**config.mk**
```make
export PLATFORM = sky130hd
export DESIGN_NAME = word_scroll_ctrl
export DESIGN_NICKNAME = d
export VERILOG_FILES = /design/src/rtl/word_scroll_ctrl.sv
export SDC_FILE = /design/constraint.sdc
export NUM_CORES = 1
export LEC_CHECK = 0
export CAP_MARGIN = 25
export CORE_MARGIN = 3
export CORE_UTILIZATION = 40
export CTS_CLUSTER_DIAMETER = 150
export CTS_CLUSTER_SIZE = 40
export DETAILED_ROUTE_END_ITERATION = 16
export PLACE_DENSITY = 0.53
export SLEW_MARGIN = 5
export SYNTH_ARGS = -nofsm -noshare
export SYNTH_HDL_FRONTEND = slang
export SYNTH_SLANG_ARGS = --single-unit
```
**constraint.sdc**
```tcl
create_clock -name Clk -period 12.5 [get_ports Clk]
set_input_delay 3.125 -clock Clk [delete_from_list [all_inputs] [get_ports Clk]]
set_output_delay 3.125 -clock Clk [all_outputs]
set_load 0.005 [all_outputs]
```
**src/rtl/word_scroll_ctrl.sv**
```systemverilog
`timescale 1ns/1ps
// Scroll controller: holds a short ASCII message and presents a wrapping DIGITS-wide
// window of it, one byte per seven-segment word decoder, stepping at a fixed tick rate.
module word_scroll_ctrl #(
  parameter int MSG_DEPTH = 16,
  parameter int DIGITS    = 4,
  parameter int TICK_DIV  = 25000000
) (
  input  logic                Clk,
  input  logic                Rst_n,
  input  logic                WrEn,
  input  logic [7:0]          WrChar,
  input  logic                Clear,
  input  logic                Start,
  input  logic                Stop,
  input  logic                Pause,
  output logic [8*DIGITS-1:0] Chars,
  output logic                Busy,
  output logic                Full,
  output logic                Wrap
);

  localparam int LW = $clog2(MSG_DEPTH + 1);
  localparam int OW = $clog2(MSG_DEPTH + DIGITS);
  localparam int AW = (MSG_DEPTH > 1) ? $clog2(MSG_DEPTH) : 1;
  localparam int TW = $clog2(TICK_DIV);
  localparam int SW = OW + 1;
  localparam logic [7:0] SPACE = 8'h20;

  typedef enum logic {IDLE = 1'b0, SCROLL = 1'b1} state_t;

  state_t              state_reg, state_next;
  logic [7:0]          msg_reg [0:MSG_DEPTH-1];
  logic [LW-1:0]       len_reg, len_next;
  logic [OW-1:0]       ofs_reg, ofs_next;
  logic [TW-1:0]       tick_reg, tick_next;
  logic [8*DIGITS-1:0] chars_reg, chars_next;
  logic                busy_reg, busy_next;
  logic                full_reg, full_next;
  logic                wrap_reg, wrap_next;
  logic                wr_accept, start_ok, tick_done;
  logic [SW-1:0]       p_len, p_last;

  // Virtual stream length: the message followed by one window of trailing spaces.
  assign p_len     = SW'(len_reg) + SW'(DIGITS);
  assign p_last    = p_len - SW'(1);
  assign wr_accept = (state_reg == IDLE) && WrEn && !Clear && !full_reg;
  assign start_ok  = (state_reg == IDLE) && Start && !Clear && (len_reg != '0);
  assign tick_done = (tick_reg == TW'(TICK_DIV - 1));

  always_ff @(posedge Clk or negedge Rst_n) begin
    if (!Rst_n) begin
      state_reg <= IDLE;
      len_reg   <= '0;
      ofs_reg   <= '0;
      tick_reg  <= '0;
      chars_reg <= {DIGITS{SPACE}};
      busy_reg  <= 1'b0;
      full_reg  <= 1'b0;
      wrap_reg  <= 1'b0;
    end else begin
      state_reg <= state_next;
      len_reg   <= len_next;
      ofs_reg   <= ofs_next;
      tick_reg  <= tick_next;
      chars_reg <= chars_next;
      busy_reg  <= busy_next;
      full_reg  <= full_next;
      wrap_reg  <= wrap_next;
    end
  end

  // Message storage needs no reset; only entries below len_reg are ever shown.
  always_ff @(posedge Clk) begin
    if (wr_accept) begin
      msg_reg[len_reg[AW-1:0]] <= WrChar;
    end
  end

  always_comb begin
    state_next = state_reg;
    case (state_reg)
      IDLE:   if (start_ok) state_next = SCROLL;
      SCROLL: if (Stop)     state_next = IDLE;
    endcase
  end

  always_comb begin
    len_next  = len_reg;
    ofs_next  = ofs_reg;
    tick_next = tick_reg;
    wrap_next = 1'b0;
    case (state_reg)
      IDLE: begin
        ofs_next  = '0;
        tick_next = '0;
        if (Clear) begin
          len_next = '0;
        end else if (wr_accept) begin
          len_next = len_reg + LW'(1);
        end
      end
      SCROLL: begin
        // Stop discards any same-cycle step; Pause freezes tick and offset.
        if (!Stop && !Pause) begin
          if (tick_done) begin
            tick_next = '0;
            if (SW'(ofs_reg) == p_last) begin
              ofs_next  = '0;
              wrap_next = 1'b1;
            end else begin
              ofs_next = ofs_reg + OW'(1);
            end
          end else begin
            tick_next = tick_reg + TW'(1);
          end
        end
      end
    endcase
    busy_next = (state_next == SCROLL);
    full_next = (len_next == LW'(MSG_DEPTH));
  end

  // Window built from next-cycle offset so Chars moves on the same edge as Ofs.
  genvar gi;
  generate
    for (gi = 0; gi < DIGITS; gi++) begin : g_digit
      logic [SW-1:0] sum;
      logic [SW-1:0] idx;
      logic [7:0]    digit_next;
      always_comb begin
        sum        = SW'(ofs_next) + SW'(gi);
        idx        = (sum >= p_len) ? (sum - p_len) : sum;
        digit_next = SPACE;
        if ((state_next == SCROLL) && (idx < SW'(len_reg))) begin
          digit_next = msg_reg[idx[AW-1:0]];
        end
      end
      assign chars_next[8*(DIGITS-1-gi) +: 8] = digit_next;
    end
  endgenerate

  assign Chars = chars_reg;
  assign Busy  = busy_reg;
  assign Full  = full_reg;
  assign Wrap  = wrap_reg;

endmodule

```
==> results.ini <==
[outcome]
status = completed

[detailed_routing]
vias = 10973
drt-total-wl_um = 47100
drc = 0
dr.first_iter.drc_count = 1337
drt-vias-per-instance = 6.51
wl_per_cell_um = 28.0
dr.pass1.iters = 5
ant_nets = 0

[clock_network]
clk_pin_slew_ps = 80
cts_made_buffers = 17
clk_latency_ps = 460
clockRootBuffer = clkbuf_16
h-tree-depth = 4
clkSinkCount = 198
cts-resized-gates = 0
cts_tree = built
cts_setup_buffers = 0
hold_buffers = 0
clockBufferDepth = 2

[sta]
holdWs_ps = 476
final_max_slew_viol_count = 0
finalSetupViolCount = 0
fmax_mhz = 98.4
rsz0062_at_grt = false
hold_violations = 0
maxSlewHeadroom_pct = 25.9
setup_tns_ps = 0
worstMarginPinSlew_ps = 1110
layout_min_cycle_time_ps = 10160
finalCritPeriodShare_pct = 81.3
fin_worst_skew_ps = 15.5

[floorplan]
core_um2 = 33000
pin_count = 50
die_x_um = 190
dieArea_um2 = 36200
initial_utilization_pct = 41.2
die_y_um = 190
rows = 66

[synth]
syn_inst = 1210
synth_edf_count = 128
synth_seq_cells = 198
yosysMostFrequentCell = edfxtp_1
synth_top_area_share_pct = 28.3
avgSynthCellArea_um2 = 11.2
yosys.area.top_type = edfxtp_1
synthDistinctLibCells = 98
synthArstFlopShare_pct = 35.4
yosys_warnings = 0
synthTopCellsByCount = edfxtp_1 (128), nand2_1 (75), a22o_1 (68), dfrtp_1 (66), mux2i_1 (64)
synth.area.top_cells = edfxtp_1 (28%), dfrtp_1 (12%), mux4_2 (7.3%)
synthFlopType = edfxtp_1
syn_nets = 1281
ys_seq_area_share_pct = 41.2
synthesis.area_um2 = 13600

[global_routing]
antenna_found_initial = 1
grt_overflow_total = 0
grt_pass1_vias = 10697
grt_max_degree = 65
grt_pass1_wl_um = 70400
grt_use_total_pct = 26.2

[finish]
drive_gt1_share_pct = 13.4
syn_to_final_growth_pct = 11.0
nets = 1301
largest_register_ffs = 128
n_antenna_cell = 0

[critical_path]
cp_max_fo = 61
cp.required_ps = 12890
worst_ep_arrival_time_ps = 10560
startpoint_type = input pin
crit_path_end_kind = flop
worstSetupPathType = input pin to flop

[placement]
dp.final_hpwl_um = 30900
io_buffers = 49
place.gp.congestion = 0.915

[pwr]
ir_drop_uv = 98.1
p_leak_nw = 5.30
cellPowerDensity_nw_per_um2 = 98.7

[flow_run]
maxCapViolations = 0

[hold_path]
min_path_type = flop to flop

worst paths after layout:
| path | start | end | slack [ps] | cells past startpoint |
|---|---|---|---|---|
| max | Pause | Chars[19]$_DFF_PN0_ | 2340 | 21 |
| min | tick_reg[21]$_DFFE_PN0P_ | tick_reg[21]$_DFFE_PN0P_ | 480 | 1 |
| max reg2reg | len_reg[2]$_DFF_PN0_ | Chars[19]$_DFF_PN0_ | 3820 | 22 |
| min reg2reg | tick_reg[21]$_DFFE_PN0P_ | tick_reg[21]$_DFFE_PN0P_ | 480 | 1 |
| max in group asynchronous | Rst_n | Chars[4]$_DFF_PN0_ | 8890 | 2 |
| min in group asynchronous | Rst_n | tick_reg[17]$_DFFE_PN0P_ | 2590 | 1 |
layout make-up:
type | instances | area, um^2
Clock inverter | 14 | 146
Tap cell | 442 | 553
Timing Repair Buffer | 75 | 687
Inverter | 30 | 125
Multi-Input combinational cell | 908 | 7530
Fill cell | 3079 | 17900
Clock buffer | 18 | 439
Sequential cell | 198 | 5600
cell families (layout without fill, tap and decap cells):
group	Yosys count	after routing	synth area share [%]
AOI/OAI and AO/OA	398	398	21.8
buffers and inverters	104	137	3.88
muxes	117	117	12.9
adders and majority gates	56	56	5.37
and+or+nand+nor	295	295	11.9
xor gates and xnor gates	42	42	2.98
DFF	198	198	41.2
metrics by stage:
step	power (W)	setup WS [ps]	util, %	std cells	area [um^2]
2_1_floorplan	0.000852	3830	-	1210	13600
3_3_place_gp	0.000936	2240	43.8	1651	14500
3_5_place_dp	0.000936	2010	43.9	1653	14500
4_1_cts	0.00150	2460	45.7	1685	15100
5_1_grt	0.00154	1950	45.7	1685	15100
6_report	0.00149	2340	45.7	1685	15100
worst max-delay path: stages:
cell,delay (ps)
clkdlybuf4s50_1,460
nor2_1,260
nand4_2,270
or2_4,390
and3_1,200
a41oi_1,630
inv_1,310
ha_1,310
xnor2_1,280
inv_1,180
ha_1,370
nand2b_1,90
a21oi_1,110
o21ai_1,610
mux2i_4,340
buf_4,670
ha_1,370
a21o_1,160
a211o_1,280
a21oi_1,850
o31a_1,280
placed cells by master (no fill, tap or decap), types with 15 or more instances in the layout:
cell / count
xnor2_1: 28
nand2_1: 75
a21oi_1: 56
nand3_1: 25
edfxtp_1: 128
buf_4: 26
nor2_1: 51
ha_1: 52
nor2b_1: 41
a311oi_1: 15
dfrtp_1: 66
o21ai_0: 60
a211oi_1: 49
clkbuf_16: 17
a22o_1: 68
mux4_2: 44
and3_1: 23
clkdlybuf4s50_1: 48
mux2i_1: 63
inv_1: 27
per-layer routing:
layer	global-route usage, %	share of wire, %
met5	0	0
met1	38.8	46
met2	39.9	45
met4	6.41	1.7
met3	4.93	7.7
where the power goes:
group,internal [W],switching [W]
logic,0.0000743,0.000119
registers,0.000711,0.0000201
clock network,0.000274,0.000291
total,0.00106,0.000431
No activity file was read; power rests on OpenSTA's default activity.
